### src/rtl/alu_operand_stage.sv
// -----------------------------------------------------------------------------
// alu_operand_stage
//
// Purpose:
//   Issue stage sitting directly in front of the 64-bit ALU of the sequential
//   RV64I core. It decodes an OP / OP-IMM instruction into an ALU operation
//   select, picks operand B (rs2 or the immediate), derives the shift amount
//   and carry-in, and flags anything that is not a legal OP / OP-IMM encoding.
//   Results are held in a two-entry skid buffer (main entry M, skid entry S).
//   in_ready depends only on registered state, so a stalling ALU never creates
//   a combinational ready path back upstream.
//
// Ports:
//   clk, rst           clock (rising edge), asynchronous active-high reset
//   flush              synchronous kill of both buffer entries and the input
//   in_valid/in_ready  upstream handshake
//   in_opcode/funct3/funct7, in_rs1_val, in_rs2_val, in_imm, in_rd
//                      decoded instruction fields and operand values
//   out_valid/out_ready downstream (ALU) handshake
//   out_alu_op         0 ADD,1 SUB,2 AND,3 OR,4 XOR,5 SLL,6 SRL,7 SRA,8 SLT,9 SLTU
//   out_a, out_b       ALU operands
//   out_shamt          out_b[$clog2(XLEN)-1:0]
//   out_cin            1 for SUB
//   out_rd             destination register
//   out_illegal        instruction was not a legal OP / OP-IMM
// -----------------------------------------------------------------------------
module alu_operand_stage #(
   parameter int XLEN = 64,
   parameter int OPW  = 4
) (
   input  logic                     clk,
   input  logic                     rst,
   input  logic                     flush,
   input  logic                     in_valid,
   output logic                     in_ready,
   input  logic [6:0]               in_opcode,
   input  logic [2:0]               in_funct3,
   input  logic [6:0]               in_funct7,
   input  logic [XLEN-1:0]          in_rs1_val,
   input  logic [XLEN-1:0]          in_rs2_val,
   input  logic [XLEN-1:0]          in_imm,
   input  logic [4:0]               in_rd,
   output logic                     out_valid,
   input  logic                     out_ready,
   output logic [OPW-1:0]           out_alu_op,
   output logic [XLEN-1:0]          out_a,
   output logic [XLEN-1:0]          out_b,
   output logic [$clog2(XLEN)-1:0]  out_shamt,
   output logic                     out_cin,
   output logic [4:0]               out_rd,
   output logic                     out_illegal
);

   localparam int SHW = $clog2(XLEN);

   localparam logic [6:0] OPC_OP     = 7'b0110011;
   localparam logic [6:0] OPC_OP_IMM = 7'b0010011;

   typedef enum logic [OPW-1:0] {
      ALU_ADD  = 'd0,
      ALU_SUB  = 'd1,
      ALU_AND  = 'd2,
      ALU_OR   = 'd3,
      ALU_XOR  = 'd4,
      ALU_SLL  = 'd5,
      ALU_SRL  = 'd6,
      ALU_SRA  = 'd7,
      ALU_SLT  = 'd8,
      ALU_SLTU = 'd9
   } alu_op_e;

   typedef struct packed {
      logic [OPW-1:0]  alu_op;
      logic [XLEN-1:0] a;
      logic [XLEN-1:0] b;
      logic            cin;
      logic [4:0]      rd;
      logic            illegal;
   } entry_t;

   logic    is_op;
   logic    is_op_imm;
   logic    dec_legal;
   alu_op_e dec_op;
   entry_t  dec_entry;

   entry_t  m_q, m_d;
   entry_t  s_q, s_d;
   logic    m_valid_q, m_valid_d;
   logic    s_valid_q, s_valid_d;

   logic    accept;
   logic    drain;

   assign is_op     = (in_opcode == OPC_OP);
   assign is_op_imm = (in_opcode == OPC_OP_IMM);

   // Operation select from funct3. funct7[5] picks SUB (OP only) and SRA;
   // any non-canonical funct7 that happens to set bit 5 is caught by the
   // legality check below and forced back to ADD.
   always_comb begin
      dec_op = ALU_ADD;
      case (in_funct3)
         3'b000:  dec_op = (is_op && in_funct7[5]) ? ALU_SUB : ALU_ADD;
         3'b001:  dec_op = ALU_SLL;
         3'b010:  dec_op = ALU_SLT;
         3'b011:  dec_op = ALU_SLTU;
         3'b100:  dec_op = ALU_XOR;
         3'b101:  dec_op = in_funct7[5] ? ALU_SRA : ALU_SRL;
         3'b110:  dec_op = ALU_OR;
         default: dec_op = ALU_AND;
      endcase
   end

   // Legality. For OP-IMM shifts only funct7[6:1] is checked because funct7[0]
   // is shamt[5] on RV64; non-shift OP-IMM instructions carry a plain immediate.
   always_comb begin
      dec_legal = 1'b0;
      if (is_op) begin
         dec_legal = (in_funct7 == 7'b0000000) ||
                     ((in_funct7 == 7'b0100000) &&
                      ((in_funct3 == 3'b000) || (in_funct3 == 3'b101)));
      end else if (is_op_imm) begin
         case (in_funct3)
            3'b001:  dec_legal = (in_funct7[6:1] == 6'b000000);
            3'b101:  dec_legal = (in_funct7[6:1] == 6'b000000) ||
                                 (in_funct7[6:1] == 6'b010000);
            default: dec_legal = 1'b1;
         endcase
      end
   end

   // Assemble the entry that would be written into the buffer. Illegal
   // instructions still travel downstream as a harmless ADD of zeros so the
   // later stage can raise the exception with the right rd.
   always_comb begin
      dec_entry         = '0;
      dec_entry.rd      = in_rd;
      dec_entry.illegal = !dec_legal;
      if (dec_legal) begin
         dec_entry.alu_op = dec_op;
         dec_entry.a      = in_rs1_val;
         dec_entry.b      = is_op ? in_rs2_val : in_imm;
         dec_entry.cin    = (dec_op == ALU_SUB);
      end
   end

   assign in_ready = !s_valid_q;
   assign accept   = in_valid && in_ready && !flush;
   assign drain    = m_valid_q && out_ready;

   // Skid buffer next state. S can only be occupied while M is full and
   // stalled, and in_ready is low whenever S is full, so a drain with S full
   // never coincides with an accept. flush overrides everything.
   always_comb begin
      m_d       = m_q;
      s_d       = s_q;
      m_valid_d = m_valid_q;
      s_valid_d = s_valid_q;
      if (flush) begin
         m_d       = '0;
         s_d       = '0;
         m_valid_d = 1'b0;
         s_valid_d = 1'b0;
      end else if (drain) begin
         if (s_valid_q) begin
            m_d       = s_q;
            m_valid_d = 1'b1;
            s_valid_d = 1'b0;
         end else if (accept) begin
            m_d       = dec_entry;
            m_valid_d = 1'b1;
         end else begin
            m_valid_d = 1'b0;
         end
      end else if (accept) begin
         if (!m_valid_q) begin
            m_d       = dec_entry;
            m_valid_d = 1'b1;
         end else begin
            s_d       = dec_entry;
            s_valid_d = 1'b1;
         end
      end
   end

   // Buffer registers; reset clears both entries and their data.
   always_ff @(posedge clk or posedge rst) begin
      if (rst) begin
         m_q       <= '0;
         s_q       <= '0;
         m_valid_q <= 1'b0;
         s_valid_q <= 1'b0;
      end else begin
         m_q       <= m_d;
         s_q       <= s_d;
         m_valid_q <= m_valid_d;
         s_valid_q <= s_valid_d;
      end
   end

   assign out_valid   = m_valid_q;
   assign out_alu_op  = m_q.alu_op;
   assign out_a       = m_q.a;
   assign out_b       = m_q.b;
   assign out_shamt   = m_q.b[SHW-1:0];
   assign out_cin     = m_q.cin;
   assign out_rd      = m_q.rd;
   assign out_illegal = m_q.illegal;

endmodule

### config.mk
export PLATFORM = sky130hd
export DESIGN_NAME = alu_operand_stage
export DESIGN_NICKNAME = d
export VERILOG_FILES = /design/src/rtl/alu_operand_stage.sv
export SDC_FILE = /design/constraint.sdc
export NUM_CORES = 1
export LEC_CHECK = 0
export ABC_AREA = 1
export CAP_MARGIN = 20
export CORE_UTILIZATION = 27
export DETAILED_ROUTE_END_ITERATION = 10
export GPL_ROUTABILITY_DRIVEN = 0
export HOLD_SLACK_MARGIN = 0.15
export SLEW_MARGIN = 20
export SYNTH_ARGS = -nofsm -noshare
export SYNTH_HDL_FRONTEND = slang
export SYNTH_SLANG_ARGS = --single-unit
### constraint.sdc
create_clock -name clk -period 27.8 [get_ports clk]
set_clock_uncertainty 0.1 [all_clocks]
set_input_delay 4.17 -clock clk [delete_from_list [all_inputs] [get_ports clk]]
set_output_delay 4.17 -clock clk [all_outputs]
set_load 0.03 [all_outputs]
Word level (Yosys, flattened, before mapping)
Cells that the tools add are included.
Word-level totals
  output and inout port bits: 147
  flip-flop bits (word level): 280
  bits of input ports: 219
Cells by class
  reduce and logical (&&, ||, !) cells: 22
  muxes and demuxes: 27
  equal/unequal tests: 13
Operators by type and width (number)
  $mux 139: 10
  $mux 133: 1
  $mux 64: 1
  $pmux 4 s7: 1
  $eq 7x6->1 const B: 2
  $mux 1: 13
  $eq 3x3->1 const B: 3
  $reduce_bool 3->1: 3
  $eq 7x5->1 const B: 1
  $logic_not 7->1: 1
  $eq 3x2->1 const B: 2
  $eq 6x5->1 const B: 1
  $logic_not 6->1: 1
  $reduce_and 3->1: 2
  $logic_and 1x1->1: 5
  $eq 4x1->1 const B: 1
  $reduce_bool 2->1: 2
  $eq 3x1->1 const B: 1
  $logic_not 1->1: 3
  $logic_not 3->1: 1
  $logic_or 1x1->1: 3
  $ne 3x2->1 const B: 1
  $ne 2x2->1 const B: 1
  $pmux 1 s2: 1
  $reduce_and 2->1: 1

Depth between registers and ports, before layout
Gate-level depths: netlist (run 1).
  depth after elaboration: 10
  gate-level depth with buffers: 12
  depth with buffers taken out: 11

Least setup slack after synthesis (run 1)
Ideal clock, no wire load.
  kind: input-to-reg
  from: input port out_ready
  to: register m_q, in the netlist out_b[1]
  required time: 27.583 ns
  path buffers: 2
  arrival: 5.262 ns
  path slack: 22.322 ns
  stages on the path: 9
  path through: nand2_1 > inv_1 > nand2_2 > inv_2 > clkbuf_1 > clkbuf_1 > a21oi_1 > nand2_1 > nand2_1
Between the ends
  cells in the longest elaborated chain, start to end: 3
RTL lines
  start: declaration: line 44  | input logic out_ready,
  $logic_and 1x1->1 (*): line 150  | assign drain = m_valid_q && out_ready;
  $ne 3x2->1 (no line), or another cell as far along
  $reduce_and 3->1 (no line) / $mux 139 (equally long branches)
  end signal: assignment: line 195  | m_q <= m_d;
  end: declaration: line 87  | entry_t m_q, m_d;
Every way passes the cells marked *; elsewhere a longest branch is shown, timed or not.
A chain may end at the register's enable or synchronous reset.

Final worst setup path (run 1)
  from: input port out_ready
  to: register m_q, in the netlist out_b[48]
The elaborated chain is that of the path after synthesis.

==> flow_metrics.tcl, run 1 <==
set metrics [dict create \
    outcome "finished clean" \
    tightest_slew_ns 1.12 \
    power_switching_uw 223 \
    place.detailed.hpwl_um 26400 \
    worst-path-buf-inv 5 \
    cts_tree "yes" \
    reg2reg_slack_ns 24.65 \
    hp-class "flop to flop" \
    placedInstanceArea_um2 17300 \
    vias 12400 \
    wirelength_um 42800 \
    setup-violations-final 0 \
    hold_violations 0 \
    holdWs_ns 0.376 \
    ir_worst_vdd_mv 0.0277 \
    die_w_um 223 \
    die_height_um 223 \
    htreeDepth 2 \
    synthCells 1761 \
    synthesis.nets 1980 \
    crit_slowest_cell "buf_4" \
    ys_seq_area_share_pct 53.0 \
    grt_max_degree 93 \
    synth_area_um2 13200 \
    numClockSinks 280 \
    fin_nets 2275 \
    pwr-share-comb_pct 9.1 \
    yosysWarnings 0 \
    path_delay_family "buffers and inverters" \
    path_max_fanout 76 \
    rows 80 \
    dp_slack_ns 20.37 \
    dr.pass1.iters 5 \
    grt_setup_unrepaired "false" \
    power_per_cell_area_nw_per_um2 51.7 \
    drc 0 \
    cts_resized 0 \
    antenna_found_initial 3 \
    drv_slew 0 \
    clockPowerShare_pct 47.8 \
    num_io_pins 366 \
    cpMostUsedCell "nand2_1" \
    clockBufferDepth 3 \
    pwr-share-seq_pct 43.1 \
    fmax_mhz 147 \
    grt_pass1_wl_um 68200 \
    cp_data_arrival_time_ns 7.17 \
    avgSynthCellArea_um2 7.51 \
    avgRoutedWirePerCell_um 15.9 \
    cpPeakStageDelay_ns 0.74 \
    tns_ns 0 \
    leakage_uw 0.00933 \
    antenna_left 0 \
    synthDistinctLibCells 19 \
    io_buffer_count 365 \
    postCtsSetupBuffers 0 \
    swShare_pct 23.4 \
    synth_top_area_share_pct 53.0 \
    slew_headroom_pct 25.6 \
    p_int_uw 731 \
    start_util_pct 27.5 \
    final.min_clock_period_ns 6.82 \
    finalPower_uw 954 \
    setup_slack_ns 20.98 \
    grt_usage_pct 17.1 \
    path_cells "clkdlybuf4s50_1 -> nand2_1 -> inv_1 -> nand2_8 -> nand2_1 -> inv_1 -> o21ai_1 -> inv_4 -> buf_4 -> nand2_1 -> nand2_1" \
    ys_ff_latch 280 \
    drt_iter0_drc 919 \
    post_route_cells_drive_above_1_share_pct 3.61 \
    viasPerCell 4.61 \
    yosys-top-cells-area "dfrtp_1, nand2_1, o22ai_1" \
    overflow 0 \
    maxCapViolCount 0 \
    clk_pin_slew_ns 0.06 \
    cts_buffers 34 \
    start_kind "input port" \
    core_area_um2 48000 \
    grt_pass1_vias 12600 \
    area_delta_synth_final_pct 39.6 \
    synth_top_area_cell "dfrtp_1" \
    cts_root_buffer "clkbuf_16" \
    fin_crit_sh_pct 24.5 \
    die-area_um2 49900 \
    final_area_um2 18500 \
    cts_hold_buf 0 \
    critical_path_class "input port to flop" \
    cp.required_ns 28.15 \
    cp-end-kind "flop" \
    insertion_delay_ns 0.53 \
]
cells by family (layout without fill, tap and decap cells):
| group | after synthesis | after routing | synth area share [%] |
|---|---|---|---|
| and+or+nand+nor | 906 | 906 | 25.8 |
| buffers and inverters | 282 | 598 | 8.68 |
| other | 0 | 2 | 0 |
| AOI/OAI and AO/OA | 293 | 293 | 12.5 |
| DFF | 280 | 280 | 53.0 |
power groups by stage:
stage	registers, µW	clock network (µW)	logic [µW]
floorplan	422	0	34.8
global placement	418	0	87.1
detailed placement	418	0	87.7
CTS	411	472	88.1
global route	411	486	95.4
finish	411	456	86.8
through the flow:
step                      std cells  util [%]
after detailed placement       2633      35.9
after global placement         2633      35.9
after global routing           2694      38.4
final                          2694      38.4
after CTS                      2690      38.3
after floorplan                1761         -
registers in the layout, indices dropped and copies added (netlist names):
| signal | flops |
|---|---|
| out_a | 64 |
| out_alu_op | 4 |
| out_b | 64 |
| out_cin | 1 |
| out_illegal | 1 |
| out_rd | 5 |
| out_valid | 1 |
| s_q | 139 |
| s_valid_q | 1 |
worst paths after layout:
kind,startpoint,to,cells after the start
max,out_ready,out_b[48],11
min,out_cin,out_cin,2
max reg2reg,out_valid,out_b[48],10
min reg2reg,out_cin,out_cin,2
max in group asynchronous,rst,out_a[29],4
min in group asynchronous,rst,out_b[9],2
cell type report:
| type | count | area, µm² |
|---|---|---|
| fill | 4946 | 29600 |
| sequential | 280 | 7010 |
| multi-input combinational | 1199 | 5120 |
| timing repair buffer | 381 | 3810 |
| clock buffer | 49 | 1020 |
| tap | 615 | 769 |
| inverter | 160 | 613 |
| clock inverter | 8 | 118 |
| antenna | 2 | 5.00 |
cells in the final DEF (no fill, tap or decap), types with 4 or more instances in the layout:
master / count
clkdlybuf4s50_1: 365
o21ai_0: 10
a21oi_1: 139
o22ai_1: 138
nand3_1: 5
clkbuf_16: 37
clkbuf_8: 5
dfrtp_1: 280
nor2_1: 13
inv_1: 156
clkbuf_1: 7
clkinv_2: 4
buf_4: 12
nand2_1: 884
synthesized netlist by cell type:
cell      count
a21oi_1     139
a21oi_4       1
buf_1        16
buf_2        36
buf_4        12
clkbuf_1     58
dfrtp_1     280
inv_1       158
inv_2         2
nand2_1     884
nand2_2       1
nand3_1       6
nand4_1       1
nor2_1       14
o211ai_1      2
o21ai_0      10
o21ai_1       2
o22ai_1     138
o31ai_1       1
worst reg2reg max path, cell delays in order, from the launching register on:
cell and delay, ns:
dfrtp_1 0.39, nand2_1 0.07, inv_1 0.10, nand2_8 0.31
nand2_1 0.19, inv_1 0.12, o21ai_1 0.12, inv_4 0.57
buf_4 0.75, nand2_1 0.23, nand2_1 0.12
layer usage:
layer / track usage (%) / up-vias / wire length [µm]
met2: 28.0 / 366 / 19600
li1: - / 6108 / -
met4: 4.88 / 0 / 947
met5: 0 / - / 0
met1: 22.3 / 5886 / 19600
met3: 4.15 / 61 / 2680
Power figures use the tool's default switching activity.
==> inputs of run 2 (changes only) <==
==> constraint.sdc (replaced) <==
create_clock -name clk -period 6.13 [get_ports clk]
set_clock_uncertainty 0.1 [all_clocks]
set_input_delay 0.9195 -clock clk [delete_from_list [all_inputs] [get_ports clk]]
set_output_delay 0.9195 -clock clk [all_outputs]
set_load 0.03 [all_outputs]
==> flow_metrics.tcl, run 2 (synthesis results as in run 1) <==
set metrics [dict create \
    outcome "finished clean" \
    cp-end-kind "flop" \
    path_max_fanout 82 \
    hp-class "flop to flop" \
    die_w_um 223 \
    placedInstanceArea_um2 17300 \
    core_area_um2 48000 \
    avgRoutedWirePerCell_um 15.7 \
    antenna_found_initial 2 \
    cp_data_arrival_time_ns 3.63 \
    reg2regPathDepth 10 \
    cts_root_buffer "clkbuf_16" \
    drc 0 \
    postCtsSetupBuffers 0 \
    post_route_cells_drive_above_1_share_pct 3.89 \
    largest_reg_flops 139 \
    dp.cells 2635 \
    critPathCapture "out_b[48]" \
    cts_hold_buf 0 \
    maxCapViolCount 0 \
    grt_setup_unrepaired "false" \
    drt_iter0_drc 800 \
    grt_usage_pct 16.9 \
    clockBufferDepth 3 \
    grt_max_degree 149 \
    setup-violations-final 0 \
    io_buffer_count 365 \
    insertion_delay_ns 0.53 \
    cts_tree "yes" \
    final.min_clock_period_ns 3.31 \
    vias 12400 \
    place.detailed.hpwl_um 27100 \
    slew_headroom_pct 30.3 \
    viasPerCell 4.61 \
    hold_violations 0 \
    critical_path_class "input port to flop" \
    reg2reg_to "out_b[54]" \
    die_height_um 223 \
    start_kind "input port" \
    antenna_left 0 \
    area_delta_synth_final_pct 39.6 \
    die-area_um2 49900 \
    layout_commonest_cell "nand2_1" \
    grt_pass1_wl_um 67600 \
    drv_slew 0 \
    cts_buffers 35 \
    fin_cells 2699 \
    dr.pass1.iters 5 \
    tightest_slew_ns 1.04 \
    ir_worst_vdd_mv 0.166 \
    tns_ns 0 \
    overflow 0 \
    numClockSinks 280 \
    cts_resized 0 \
    cp.required_ns 6.45 \
    grt_pass1_vias 12700 \
    regMostFlops "s_q" \
    wirelength_um 42200 \
    start_util_pct 27.5 \
    rr_startpoint "out_valid" \
    htreeDepth 2 \
    layout_common_cells "nand2_1, clkdlybuf4s50_1, dfrtp_1" \
    rows 80 \
    leakage_uw 0.00933 \
    final_area_um2 18500 \
    fin_crit_sh_pct 54.0 \
    clk_pin_slew_ns 0.06 \
    reg2reg_slack_ns 3.30 \
    num_io_pins 366 \
    fin_nets 2276 \
    fmax_mhz 302 \
    cp-startpoint "out_ready" \
    hp-start "out_b[36]" \
    power_per_cell_area_nw_per_um2 231 \
]
## run 2: changes by cell type in the layout (fill, tap and decap cells not counted), sizes merged
cell,previous run,this run
clkinv,4,10
bufinv,3,0
clkbuf,49,51
clkinvlp,1,2
diode,2,1
## run 2: final cells by class
type / count / area (µm²)
antenna: 1 / 2.50
tap: 615 / 769
sequential: 280 / 7010
fill: 4904 / 29600
multi-input combinational: 1199 / 5120
timing repair buffer: 381 / 3840
clock buffer: 51 / 1050
clock inverter: 12 / 70.1
inverter: 160 / 609
## run 2: worst min path at each step
stage	cells after the start	to
after floorplan	2	out_rd[0]
after global placement	2	out_illegal
after detailed placement	2	out_b[12]
after CTS	2	out_b[12]
after global routing	2	out_b[12]
final	2	out_b[36]
## run 2: through the flow
step / hold slack, ns / utilization (%) / setup slack, ns / total power, µW
after floorplan: 0.396 / - / 1.40 / 2070
after global placement: 0.363 / 36.0 / 1.82 / 2300
after detailed placement: 0.364 / 36.1 / 2.21 / 2300
after CTS: 0.380 / 38.4 / 2.79 / 4330
after global routing: 0.388 / 38.4 / 2.57 / 4430
final: 0.376 / 38.4 / 2.82 / 4260
## run 2: worst max-delay path, cell delays in order
cell and delay (ns):
clkdlybuf4s50_1 0.48, nand2_1 0.06, inv_1 0.15, nand2_8 0.32, inv_4 0.84, buf_4 0.49
a21oi_1 0.14, nand2_1 0.09, nand2_1 0.05
## run 2: power by group
part	switching [µW]	leakage, µW	internal (µW)
combinational	216	0.00487	181
clock	810	0.000559	1190
sequential	5.79	0.00390	1860
total	1030	0.00933	3230
## run 2: routing by layer
layer | GRT usage, % | share of wire, %
met2 | 28.1 | 47
met4 | 4.60 | 2.1
met1 | 21.8 | 45
met5 | 0 | 0
met3 | 4.19 | 6.2
